[src/rtl/rom_load_ctrl.sv]
// ROM/config download sequencer between hps_io and the arcade core.
// Forwards ROM bytes, latches title/DIP bytes, and owns the core reset.
module rom_load_ctrl #(
    parameter int          ROM_AW     = 17,
    parameter int unsigned ROM_SIZE   = 'h1C000,
    parameter int unsigned SETTLE_CYC = 64
) (
    input  logic              clk_sys,
    input  logic              RESET_N,
    input  logic              ioctl_download,
    input  logic              ioctl_wr,
    input  logic [24:0]       ioctl_addr,
    input  logic [7:0]        ioctl_dout,
    input  logic [7:0]        ioctl_index,
    input  logic              user_reset,
    output logic              rom_we,
    output logic [ROM_AW-1:0] rom_ad,
    output logic [7:0]        rom_dt,
    output logic              core_reset,
    output logic [3:0]        tno,
    output logic [7:0]        dsw0,
    output logic [7:0]        dsw1,
    output logic [7:0]        dsw2,
    output logic              load_done,
    output logic              dl_error
);

    localparam int CW = $clog2(ROM_SIZE + 1);
    localparam int SW = (SETTLE_CYC > 1) ? $clog2(SETTLE_CYC) : 1;
    localparam logic [CW-1:0] SIZE_C      = CW'(ROM_SIZE);
    localparam logic [SW-1:0] SETTLE_LAST = SW'(SETTLE_CYC - 1);

    typedef enum logic [2:0] {
        S_IDLE,
        S_LOAD,
        S_SETTLE,
        S_RUN,
        S_FAIL
    } state_t;

    state_t            r_state;
    logic              r_dl_prev;
    logic [CW-1:0]     r_byte_cnt;
    logic [SW-1:0]     r_settle;
    logic              r_err;
    logic              r_rom_we;
    logic [ROM_AW-1:0] r_rom_ad;
    logic [7:0]        r_rom_dt;
    logic              r_core_reset;
    logic [3:0]        r_tno;
    logic [7:0]        r_dsw0;
    logic [7:0]        r_dsw1;
    logic [7:0]        r_dsw2;
    logic              r_load_done;
    logic              r_dl_error;

    logic              w_dl_rise;
    logic              w_dl_fall;
    logic              w_rom_wr;
    logic              w_in_range;
    logic              w_accept;
    logic [CW-1:0]     w_cnt_next;
    logic              w_err_next;
    logic              w_image_ok;

    assign w_dl_rise  = ioctl_download & ~r_dl_prev;
    assign w_dl_fall  = ~ioctl_download & r_dl_prev;
    assign w_rom_wr   = (r_state == S_LOAD) && ioctl_wr && (ioctl_index == 8'd0);
    assign w_in_range = ioctl_addr < 25'(ROM_SIZE);
    assign w_accept   = w_rom_wr & w_in_range;
    assign w_err_next = r_err | (w_rom_wr & ~w_in_range);

    // Count and error include a write landing in the same cycle as the download end,
    // so the exit decision below sees the final image state.
    always_comb begin
        w_cnt_next = r_byte_cnt;
        if (w_accept && (r_byte_cnt != SIZE_C)) begin
            w_cnt_next = r_byte_cnt + CW'(1);
        end
    end

    assign w_image_ok = ~w_err_next && (w_cnt_next == SIZE_C);

    always_ff @(posedge clk_sys or negedge RESET_N) begin
        if (!RESET_N) begin
            r_state      <= S_IDLE;
            r_dl_prev    <= 1'b0;
            r_byte_cnt   <= '0;
            r_settle     <= '0;
            r_err        <= 1'b0;
            r_rom_we     <= 1'b0;
            r_rom_ad     <= '0;
            r_rom_dt     <= '0;
            r_core_reset <= 1'b1;
            r_tno        <= '0;
            r_dsw0       <= '0;
            r_dsw1       <= '0;
            r_dsw2       <= '0;
            r_load_done  <= 1'b0;
            r_dl_error   <= 1'b0;
        end else begin
            r_dl_prev <= ioctl_download;
            r_rom_we  <= 1'b0;
            if (w_accept) begin
                r_rom_we <= 1'b1;
                r_rom_ad <= ioctl_addr[ROM_AW-1:0];
                r_rom_dt <= ioctl_dout;
            end

            // Title and DIP bytes are accepted whatever the sequencer is doing.
            if (ioctl_wr && (ioctl_index == 8'd1) && (ioctl_addr == 25'd0)) begin
                r_tno <= ioctl_dout[3:0];
            end
            if (ioctl_wr && (ioctl_index == 8'd254) && (ioctl_addr[24:3] == 22'd0)) begin
                case (ioctl_addr[2:0])
                    3'd0:    r_dsw0 <= ioctl_dout;
                    3'd1:    r_dsw1 <= ioctl_dout;
                    3'd2:    r_dsw2 <= ioctl_dout;
                    default: ;
                endcase
            end

            if (w_dl_rise && (r_state != S_LOAD)) begin
                r_state      <= S_LOAD;
                r_byte_cnt   <= '0;
                r_err        <= 1'b0;
                r_dl_error   <= 1'b0;
                r_load_done  <= 1'b0;
                r_core_reset <= 1'b1;
            end else begin
                case (r_state)
                    S_IDLE: ;
                    S_LOAD: begin
                        r_byte_cnt <= w_cnt_next;
                        r_err      <= w_err_next;
                        if (w_dl_fall) begin
                            if (w_image_ok) begin
                                r_state  <= S_SETTLE;
                                r_settle <= '0;
                            end else begin
                                r_state     <= S_FAIL;
                                r_dl_error  <= 1'b1;
                                r_load_done <= 1'b0;
                            end
                        end
                    end
                    S_SETTLE: begin
                        if (user_reset) begin
                            r_settle <= '0;
                        end else if (r_settle == SETTLE_LAST) begin
                            r_state      <= S_RUN;
                            r_load_done  <= 1'b1;
                            r_core_reset <= 1'b0;
                        end else begin
                            r_settle <= r_settle + SW'(1);
                        end
                    end
                    S_RUN: begin
                        if (user_reset) begin
                            r_state      <= S_SETTLE;
                            r_settle     <= '0;
                            r_core_reset <= 1'b1;
                        end
                    end
                    S_FAIL: ;
                    default: begin
                        r_state      <= S_IDLE;
                        r_core_reset <= 1'b1;
                    end
                endcase
            end
        end
    end

    assign rom_we     = r_rom_we;
    assign rom_ad     = r_rom_ad;
    assign rom_dt     = r_rom_dt;
    assign core_reset = r_core_reset;
    assign tno        = r_tno;
    assign dsw0       = r_dsw0;
    assign dsw1       = r_dsw1;
    assign dsw2       = r_dsw2;
    assign load_done  = r_load_done;
    assign dl_error   = r_dl_error;

endmodule

[config.mk]
export PLATFORM = sky130hd
export DESIGN_NAME = rom_load_ctrl
export DESIGN_NICKNAME = d
export VERILOG_FILES = /design/src/rtl/rom_load_ctrl.sv
export SDC_FILE = /design/constraint.sdc
export NUM_CORES = 1
export LEC_CHECK = 0
export BUFFER_PORTS_ARGS = -buffer_cell sky130_fd_sc_hd__buf_2
export CORE_ASPECT_RATIO = 0.75
export CORE_UTILIZATION = 54
export DETAILED_ROUTE_END_ITERATION = 16
export HOLD_SLACK_MARGIN = 0.03
export PLACE_DENSITY = 0.91
export SYNTH_ARGS = -nofsm -noshare
export SYNTH_HDL_FRONTEND = slang
export SYNTH_SLANG_ARGS = --single-unit
[constraint.sdc]
create_clock -name clk_sys -period 3.1 [get_ports clk_sys]
set_clock_uncertainty 0.1 [all_clocks]
set_input_delay 0.155 -clock clk_sys [delete_from_list [all_inputs] [get_ports clk_sys]]
set_output_delay 0.155 -clock clk_sys [all_outputs]
set_load 0.01 [all_outputs]
# Yosys cells after proc, flatten, opt, wreduce, memory -nomap -nowiden
# Cells that the tools add are included.
[totals]
ff_bits = 85
[op_classes]
n_reduce_logical = 28
order_cmp = 1
addsub = 2
bitwise_logic = 10
n_eq_ne = 24
muxes = 34
[op_table]
columns = ["op", "count"]
rows = [
  ["$mux W17", 3],
  ["$mux W6", 5],
  ["$logic_not A25 Y1", 1],
  ["$lt A25 B17 Y1 const B", 1],
  ["$logic_not A22 Y1", 1],
  ["$mux W3", 6],
  ["$pmux W6 S3", 1],
  ["$add A17 B1 Y17 const B", 1],
  ["$eq A17 B17 Y1 const B", 1],
  ["$ne A17 B17 Y1 const B", 1],
  ["$mux W1", 16],
  ["$ne A3 B3 Y1 const B", 4],
  ["$pmux W3 S4", 1],
  ["$reduce_and A5 Y1", 2],
  ["$eq A3 B2 Y1 const B", 3],
  ["$logic_and A1 B1 Y1", 9],
  ["$eq A8 B1 Y1 const B", 1],
  ["$eq A8 B8 Y1 const B", 1],
  ["$logic_not A8 Y1", 1],
  ["$add A6 B1 Y6 const B", 1],
  ["$eq A3 B1 Y1 const B", 2],
  ["$eq A6 B6 Y1 const B", 1],
  ["$logic_not A3 Y1", 2],
  ["$ne A2 B1 Y1 const B", 3],
  ["17 further kinds", 31],
]

# Logic depth before layout (Yosys ltp)
# Gate-level depths: netlist (run 1).
[depth]
ltp_word = 12
mapped_depth = 10
ltp_nobuf = 9

# Least setup slack after synthesis (run 1)
# OpenSTA, ideal clock, no wires.
[synth_timing]
kind = "register -> register"
from = "register r_byte_cnt[4]"
to = "register r_settle[3]"
stages_incl_launch_ff = 9
synth_period_minus_slack_ns = 2.674
setup_time_ns = 0.137
n_path_buf = 1
path_slack_ns = 0.426
t_arrival_ns = 2.437
path_cell_list = "dfrtp_1 -> buf_6 -> or4_1 -> or4_1 -> o2111ai_2 -> nor3b_2 -> o211ai_2 -> nor3_4 -> o211ai_1"
[synth_via]
elab_chain_len = 7
[synth_rtl]
columns = ["element", "line", "text"]
rows = [
  ["start: declaration", "43", "logic [CW-1:0] r_byte_cnt;"],
  ["start signal: assignment", "134", "r_byte_cnt <= w_cnt_next;"],
  ["parallel branches: the longest is 2 deep, another holds $add A17 B1 Y17", "--", ""],
  ["$mux W17 *", "77", "if (w_accept && (r_byte_cnt != SIZE_C)) begin"],
  ["$eq A17 B17 Y1 *", "82", "assign w_image_ok = ~w_err_next && (w_cnt_next == SIZE_C);"],
  ["$logic_and A1 B1 Y1 *", "82", ""],
  ["$ne A2 B2 Y1 (no line) *", "--", ""],
  ["$reduce_and A6 Y1 (no line) *", "--", ""],
  ["end signal: assignment", "155", "r_settle <= r_settle + SW'(1);"],
  ["end: declaration", "44", "logic [SW-1:0] r_settle;"],
]
# Every way passes the cells marked *.
# A chain may end at the register's enable or synchronous reset.

# Worst setup path in the final report (run 1)
[layout_timing]
from = "register r_byte_cnt[0]"
to = "register r_settle[3]"
# Same word-level chain as after synthesis.

==> out/metrics.cfg, run 1 <==
[synthesis]
syn-cell-area_um2=4340
synth_flop_cell=dfrtp_1
syn_inst=461
synth_enable_flop_cells=0
syn_avg_cell_area_um2=9.41
synth_top_area_cell=dfrtp_1
ys_ff_latch=85
synth_cell_types=56
yosysTopAreaCellShare_pct=48.5
synthTopCellsByArea=dfrtp_1, nand2_1, mux2_2
synth_nets=510
async_flop_share_pct=100
yosysSeqAreaShare_pct=49.1
synth_warnings=0

[critical_path]
crit_required_ns=3.24
worstPathCellList=ha_1 > and3_1 > nand3_1 > or4_1 > mux2i_1 > o211ai_2 > nor3_4 > o211ai_1
max_stage_delay_ns=0.50
worst_ep_arrival_time_ns=3.04
slowest_stage=or4_1
crit_cells=8
cp_num_buf_inv=0
cp-end-kind=flip-flop
worst_path_dominant_cell_family=simple AND/OR/NAND/NOR gates
rr_worst_depth=8
startpoint_type=flip-flop
crit_type=reg2reg
crit_path_max_fanout=9

[die]
rows=27
die_w_um=105
core_um2=7570
io_pins=103
die_area_um2=8400
die_h_um=79.6
start_util_pct=57.3

[timing]
fin_crit_ns=2.90
worstMarginPinSlew_ns=1.07
finalSetupViolations=0
max_freq_mhz=344
hold_viol=0
fin_crit_sh_pct=93.7
rsz0062_at_grt=no
slew_violations=0
setup_tns_ns=0
slew-limit-headroom_pct=28.9

[cts]
cts_tree=yes
root_buffer=clkbuf_8
cts.clk_slew.worst_paths_ns=0.09
clkSinkCount=85
clk_path_buf_depth=2
insertion_delay_ns=0.37
htreeDepth=3
cts_setup_buffers=0
numCtsBuffers=9

[route]
dr.pass1.iters=6
viasPerCell=6.17
ant_nets=0
dr.first_iter.drc_count=470
avgRoutedWirePerCell_um=18.2
via_count=4310
drc_errors=0
drt_wl_total_um=12700

[global_routing]
grt_pass1_wl_um=20700
antenna_found_initial=0
grt_max_degree=86
grt_pass1_vias=4068
overflow=0
track_usage_pct=32.0

[placed_design]
gp_congestion=1.05
numPortBuffers=102
dp.cells=655
dp_hpwl_um=8610

[cells_and_area]
drive_gt1_share_pct=29.6
syn_to_final_growth_pct=25.9
mostFrequentLayoutCell=nand2_1
num_antenna_cells=0
final_cells=698
final_cell_mix=nand2_1, buf_2, dfrtp_1, mux2_2, dlygate4sd3_1
final.fill_count=507
nNetsFinal=641

[status]
status=finished clean

[min_path]
hp-class=in2reg
hold-path-cell-count=3

[power]
power_density_nw_per_um2=457
vdd_ir_drop_max_uv=387
leakagePower_nw=2.78

[flow_run]
max_cap_viol_count=0

==> kinds of logic after synthesis <==
family | Yosys count | share of synthesized area (%)
and+or+nand+nor | 234 | 26.5
AOI/OAI and AO/OA | 66 | 10.1
buffers and inverters | 31 | 3.00
adders and majority gates | 3 | 0.866
DFF | 85 | 49.1
xor gates and xnor gates | 6 | 1.21
muxes | 36 | 9.26
==> synth_stat cells (3+ instances only) <==
library cell	instances
xnor2_1	4
nand2_1	121
dfrtp_1	84
a21oi_1	7
o211ai_1	7
nand2b_1	7
a31oi_1	4
nor2_1	14
or4_1	4
clkbuf_1	18
ha_1	3
nor4_1	14
a21o_1	4
nand4_1	12
o21a_1	3
buf_2	5
or2_2	4
mux2_2	33
nor3_1	10
mux2i_1	3
or3_1	5
nor2b_1	3
inv_1	6
nand3_1	20
o21ai_0	22
and3_1	5
==> cell type report <==
class | count | area [µm²] | area share, %
well taps | 101 | 126 | 2.31
clock inverters | 7 | 78.8 | 1.44
flip-flops and latches | 85 | 2130 | 39.0
repair buffers | 145 | 903 | 16.5
multi-input cells | 345 | 2080 | 38.1
inverters | 6 | 22.5 | 0.412
clock buffers | 9 | 124 | 2.27
==> power by group <==
group          switching [W]  internal (W)  total [W]
sequential         0.0000796       0.00116    0.00124
combinational       0.000296      0.000187   0.000483
clock               0.000463      0.000316   0.000780
total               0.000839       0.00166    0.00250
==> what timing repair did <==
item / CTS / global route
hold buffers: 27 / 0
setup endpoints to repair: 0 / 0
hold endpoints to repair: 138 / 0
gates resized for setup: 0 / 0
==> sequential cells by signal, summed over array words and instances, names as in the netlist, 3 cells and up <==
| name | cells |
|---|---|
| dsw0 | 8 |
| rom_ad | 17 |
| r_settle | 6 |
| dsw2 | 8 |
| tno | 4 |
| dsw1 | 8 |
| r_byte_cnt | 17 |
| r_state | 3 |
| rom_dt | 8 |
==> tightest hold or removal path, stage by stage <==
cell	delay [ns]
buf_2	0.13
o32ai_1	0.11
o21ai_0	0.15
==> layer usage <==
layer  global-route usage [%]  up-vias  part of all wire [%]
met5                        0        -                     0
li1                         -     1901                     -
met1                     40.7     2061                    39
met3                     8.33       57                    11
met2                     52.3      291                    46
met4                     13.5        0                   3.5
==> metrics by stage <==
step | util [%] | hold slack [ns] | area [µm²] | total power [W] | worst slack (ns)
finish | 72.2 | 0.104 | 5460 | 0.00250 | 0.196
global route | 72.2 | 0.121 | 5460 | 0.00261 | 0.0406
CTS | 72.2 | 0.0934 | 5460 | 0.00249 | 0.236
detailed placement | 65.9 | 0.206 | 4990 | 0.00170 | 0.182
global placement | 65.9 | 0.200 | 4990 | 0.00168 | 0.306
floorplan | - | -0.241 | 4340 | 0.00154 | 0.426
==> path summary, 6_finish.rpt <==
path / startpoint / end / slack, ns
max: r_byte_cnt[0] / r_settle[3] / 0.20
min: user_reset / core_reset / 0.10
max reg2reg: r_byte_cnt[0] / r_settle[3] / 0.20
min reg2reg: rom_dt[3] / rom_dt[3] / 0.38
max in group asynchronous: RESET_N / r_settle[3] / 1.81
min in group asynchronous: RESET_N / rom_ad[12] / 0.40
(Power assumes the default switching activity.)
==> run 2: changes to the inputs <==
- PLACE_DENSITY: 0.91 -> 0.85
==> out/metrics.cfg, run 2 (synthesized netlist as in run 1, its figures left out) <==
[power]
power_w=0.00254  ; +1.6%
power_density_nw_per_um2=467  ; +2.0%
vdd_ir_drop_max_uv=514  ; +33%
leakagePower_nw=2.77  ; -0.53%

[die]
die_area_um2=8400  ; unchanged
start_util_pct=57.3  ; unchanged
core_um2=7570  ; unchanged
die_h_um=79.6  ; unchanged
rows=27  ; unchanged
io_pins=103  ; unchanged
die_w_um=105  ; unchanged

[cells_and_area]
final_cell_mix=nand2_1, buf_2, dfrtp_1, mux2_2, dlygate4sd3_1
mostFrequentLayoutCell=nand2_1
nNetsFinal=638  ; -0.47%
syn_to_final_growth_pct=25.5
drive_gt1_share_pct=29.3  ; -0.36 points
num_antenna_cells=0  ; unchanged
final.fill_count=534  ; +5.3%
fin_util_pct=71.9  ; -0.25 points

[timing]
slew-limit-headroom_pct=29.7  ; +0.86 points
rsz0062_at_grt=no
postLayoutSetupSlackWorst_ns=0.183  ; -0.0130 ns
finalSetupViolations=0  ; unchanged
fin_crit_sh_pct=94.1  ; +0.42 points
hold_viol=0  ; unchanged
fin_crit_ns=2.92  ; +0.0130 ns
max_freq_mhz=343  ; -0.45%
worstMarginPinSlew_ns=1.05  ; -0.0128 ns
setup_tns_ns=0  ; unchanged
slew_violations=0  ; unchanged

[critical_path]
crit_type=reg2reg
rr_worst_depth=7  ; -1
crit_path_max_fanout=9  ; unchanged
startpoint_type=flip-flop
crit_required_ns=3.24  ; about the same
cp-end-kind=flip-flop
worst_ep_arrival_time_ns=3.05  ; about the same

[placed_design]
numPortBuffers=102  ; unchanged
dp_hpwl_um=8110  ; -5.7%
gp_congestion=0.997  ; -4.6%
place_ws_ns=0.184  ; +0.00173 ns

[min_path]
hold-path-cell-count=4  ; +1
hp-class=in2reg

[global_routing]
grt_pass1_wl_um=19600  ; -5.2%
antenna_found_initial=0  ; unchanged
overflow=0  ; unchanged
track_usage_pct=30.8  ; -1.2 points
grt_max_degree=86  ; unchanged
grt_pass1_vias=3912  ; -3.8%

[route]
dr.first_iter.drc_count=361  ; -23%
ant_nets=0  ; unchanged
avgRoutedWirePerCell_um=17.0  ; -6.5%
drt_wl_total_um=11800  ; -6.9%
dr.pass1.iters=5  ; -1
viasPerCell=5.84  ; -5.4%
via_count=4061  ; -5.8%
drc_errors=0  ; unchanged

[cts]
cts.clk_slew.worst_paths_ns=0.09  ; about the same
clk_path_buf_depth=2  ; unchanged
post_cts_resized=0  ; unchanged
root_buffer=clkbuf_8
htreeDepth=3  ; unchanged
cts_hold_buf=27  ; unchanged
cts_setup_buffers=0  ; unchanged
cts_tree=yes
insertion_delay_ns=0.37  ; about the same
numCtsBuffers=9  ; unchanged
clkSinkCount=85  ; unchanged

[flow_run]
max_cap_viol_count=0  ; unchanged

[status]
status=finished clean

## run 2: stage by stage
step	area, µm²	hold slack [ns]	std cells
after floorplan	4340	-0.241	461
after global placement	4970	0.201	652
after detailed placement	4970	0.208	652
after CTS	5440	0.0966	695
after global routing	5440	0.112	695
final	5440	0.114	695
## run 2: metal layers
| metal | up-vias | global-route usage (%) | part of all wire [%] |
|---|---|---|---|
| met1 | 1954 | 40.6 | 43 |
| met2 | 193 | 48.3 | 47 |
| met5 | - | 0 | 0 |
| met3 | 19 | 9.88 | 8.1 |
| li1 | 1895 | - | - |
| met4 | 0 | 11.0 | 1.9 |
## run 2: worst paths after layout
path | from | to | slack (ns)
setup / recovery | r_byte_cnt[7] | r_settle[0] | 0.18
setup reg to reg | r_byte_cnt[7] | r_settle[0] | 0.18
hold / removal | user_reset | r_settle[5] | 0.11
hold reg to reg | rom_dt[2] | rom_dt[2] | 0.38
min in group asynchronous | RESET_N | rom_ad[11] | 0.41
max in group asynchronous | RESET_N | dsw0[0] | 1.82
## run 2: layout make-up
class | instances | area (µm²) | area share, %
Inverter | 6 | 22.5 | 0.414
Multi-Input combinational cell | 345 | 2080 | 38.2
Clock inverter | 7 | 82.6 | 1.52
Tap cell | 101 | 126 | 2.32
Sequential cell | 85 | 2130 | 39.1
Timing Repair Buffer | 142 | 881 | 16.2
Clock buffer | 9 | 124 | 2.28
## run 2: where the power goes
part	switching, W	leakage [nW]	total, W	internal (W)
registers	0.0000801	1.15	0.00124	0.00116
clock network	0.000437	0.0980	0.000820	0.000383
logic	0.000296	1.52	0.000483	0.000187
total	0.000813	2.77	0.00254	0.00173
## run 2: worst max-delay path, cell delays in order (launching register included)
cell,delay [ns]
dfrtp_1,0.45
or4_1,0.51
or4_1,0.50
o2111ai_2,0.24
nor3b_2,0.23
o211ai_2,0.16
nor3_4,0.44
o21ai_0,0.17
==> run 3: changes to the inputs <==
- CORE_ASPECT_RATIO: 0.75 -> default
==> out/metrics.cfg, run 3 (synthesized netlist as in run 1, its figures left out) <==
[critical_path]
crit_top_cell=or4_1
crit_required_ns=3.25  ; about the same
cp_num_buf_inv=0  ; unchanged
crit_path_max_fanout=9  ; unchanged
cp-end-kind=flip-flop
slowest_stage=or4_1
max_stage_delay_ns=0.52  ; about the same
startpoint_type=flip-flop
worst_ep_arrival_time_ns=3.03  ; -0.02 ns
crit_type=reg2reg
worst_path_dominant_cell_family=simple AND/OR/NAND/NOR gates
worstPathCellList=or4_1 > or4_1 > o2111ai_2 > nor3b_2 > o211ai_2 > nor3_4 > o21ai_0

[die]
core_um2=7730  ; +2.1%
die_area_um2=8390  ; about the same
start_util_pct=56.1  ; -1.2 points
die_w_um=91.6  ; -13%
rows=32  ; +19%
die_h_um=91.6  ; +15%
io_pins=103  ; unchanged

[min_path]
hp-class=in2reg

[timing]
slew-limit-headroom_pct=59.3  ; +30 points
rsz0062_at_grt=no
max_freq_mhz=347  ; +1.2%
slew_violations=0  ; unchanged
worstMarginPinSlew_ns=0.609  ; -0.446 ns
hold_viol=0  ; unchanged
setup_tns_ns=0  ; unchanged
holdWs_ns=0.119  ; +0.00472 ns
fin_crit_ns=2.88  ; -0.0353 ns
finalSetupViolations=0  ; unchanged
fin_crit_sh_pct=92.9  ; -1.1 points
postLayoutSetupSlackWorst_ns=0.219  ; +0.0353 ns

[route]
viasPerCell=6.07  ; +4.0%
via_count=4258  ; +4.9%
drt_wl_total_um=13500  ; +14%
avgRoutedWirePerCell_um=19.2  ; +13%
dr.first_iter.drc_count=385  ; +6.6%
top_layer=met4
wl_met1_um=5170  ; +0.96%
drc_errors=0  ; unchanged
ant_nets=0  ; unchanged
wl_met3_um=1300  ; +35%
wl_met2_um=6600  ; +19%
dr.pass1.iters=5  ; unchanged

[global_routing]
grt_pass1_wl_um=21800  ; +11%
grt_max_degree=31  ; -64%
grt_pass1_vias=4276  ; +9.3%
track_usage_pct=33.7  ; +2.8 points
overflow=0  ; unchanged
antenna_found_initial=0  ; unchanged

[placed_design]
numPortBuffers=102  ; unchanged
gp_congestion=0.985  ; -1.2%
dp.cells=658  ; +0.92%
place_ws_ns=0.211  ; +0.0272 ns
dp_hpwl_um=8720  ; +7.4%

[cts]
cts_tree=yes
numCtsBuffers=9  ; unchanged
post_cts_resized=0  ; unchanged
insertion_delay_ns=0.37  ; about the same
clk_path_buf_depth=2  ; unchanged
htreeDepth=3  ; unchanged
cts_hold_buf=27  ; unchanged
clkSinkCount=85  ; unchanged
root_buffer=clkbuf_8
cts_setup_buffers=0  ; unchanged
cts.clk_slew.worst_paths_ns=0.11  ; +0.02 ns

[power]
power_density_nw_per_um2=464  ; -0.62%
leakagePower_nw=2.80  ; +1.0%
p_clk_share_pct=32.1  ; -0.2 points
internal-power_w=0.00167  ; -3.5%
power_frac_comb_pct=19.3  ; +0.3 points
vdd_ir_drop_max_uv=315  ; -39%
power_switching_w=0.000871  ; +7.2%
seqPwrFrac_pct=48.6  ; about the same
sw_frac_of_total_pct=34.3  ; +2.3 points

[cells_and_area]
num_antenna_cells=0  ; unchanged
final_cells=701  ; +0.86%
drive_gt1_share_pct=29.9  ; +0.59 points
nNetsFinal=643  ; +0.78%
syn_to_final_growth_pct=26.2
fin_util_pct=70.8  ; -1.1 points
final_cell_mix=nand2_1, buf_2, dfrtp_1, mux2_2, dlygate4sd3_1
mostFrequentLayoutCell=nand2_1

[status]
status=finished clean

[flow_run]
max_cap_viol_count=0  ; unchanged

run 3: path summary, 6_finish.rpt:
kind                                     from     endpoint  slack (ns)  cells after the start
worst max register to register  r_byte_cnt[5]  r_settle[0]        0.22                      7
worst min-delay path               user_reset  r_settle[5]        0.12                      4
min in group asynchronous             RESET_N    rom_ad[9]        0.15                      2
worst min register to register      rom_ad[8]    rom_ad[8]        0.40                      2
max in group asynchronous             RESET_N   core_reset        2.01                      3
worst max-delay path            r_byte_cnt[5]  r_settle[0]        0.22                      7
run 3: per-stage QoR:
| stage | power [W] | area [µm²] |
|---|---|---|
| final | 0.00254 | 5470 |
| after global routing | 0.00265 | 5470 |
| after CTS | 0.00252 | 5470 |
| after floorplan | 0.00154 | 4340 |
| after detailed placement | 0.00170 | 5000 |
| after global placement | 0.00169 | 5000 |
run 3: routing by layer:
layer | vias up | track usage (%)
met5 | - | 0
met3 | 38 | 8.37
met2 | 259 | 56.4
li1 | 1905 | -
met4 | 0 | 14.7
met1 | 2056 | 41.4
run 3: power groups by stage:
stage	combinational [W]	sequential, W	clock, W
after global placement	0.000438	0.00125	0
after CTS	0.000482	0.00123	0.000803
final	0.000490	0.00123	0.000814
after floorplan	0.000322	0.00122	0
after global routing	0.000551	0.00125	0.000848
after detailed placement	0.000451	0.00125	0
run 3: area by class of cell:
class                      count  area [µm²]
fill                         531        2250
sequential                    85        2130
multi-input combinational    345        2080
timing repair buffer         147         918
tap                          102         128
clock buffer                   9         124
clock inverter                 7        75.1
inverter                       6        22.5
run 3: worst reg2reg max path: cells and delay by family (launching register included):
family | cells | cell delay, ns
AO/OA/AOI/OAI | 3 | 0.56
AND/OR/NAND/NOR | 4 | 1.63
flip-flops | 1 | 0.47
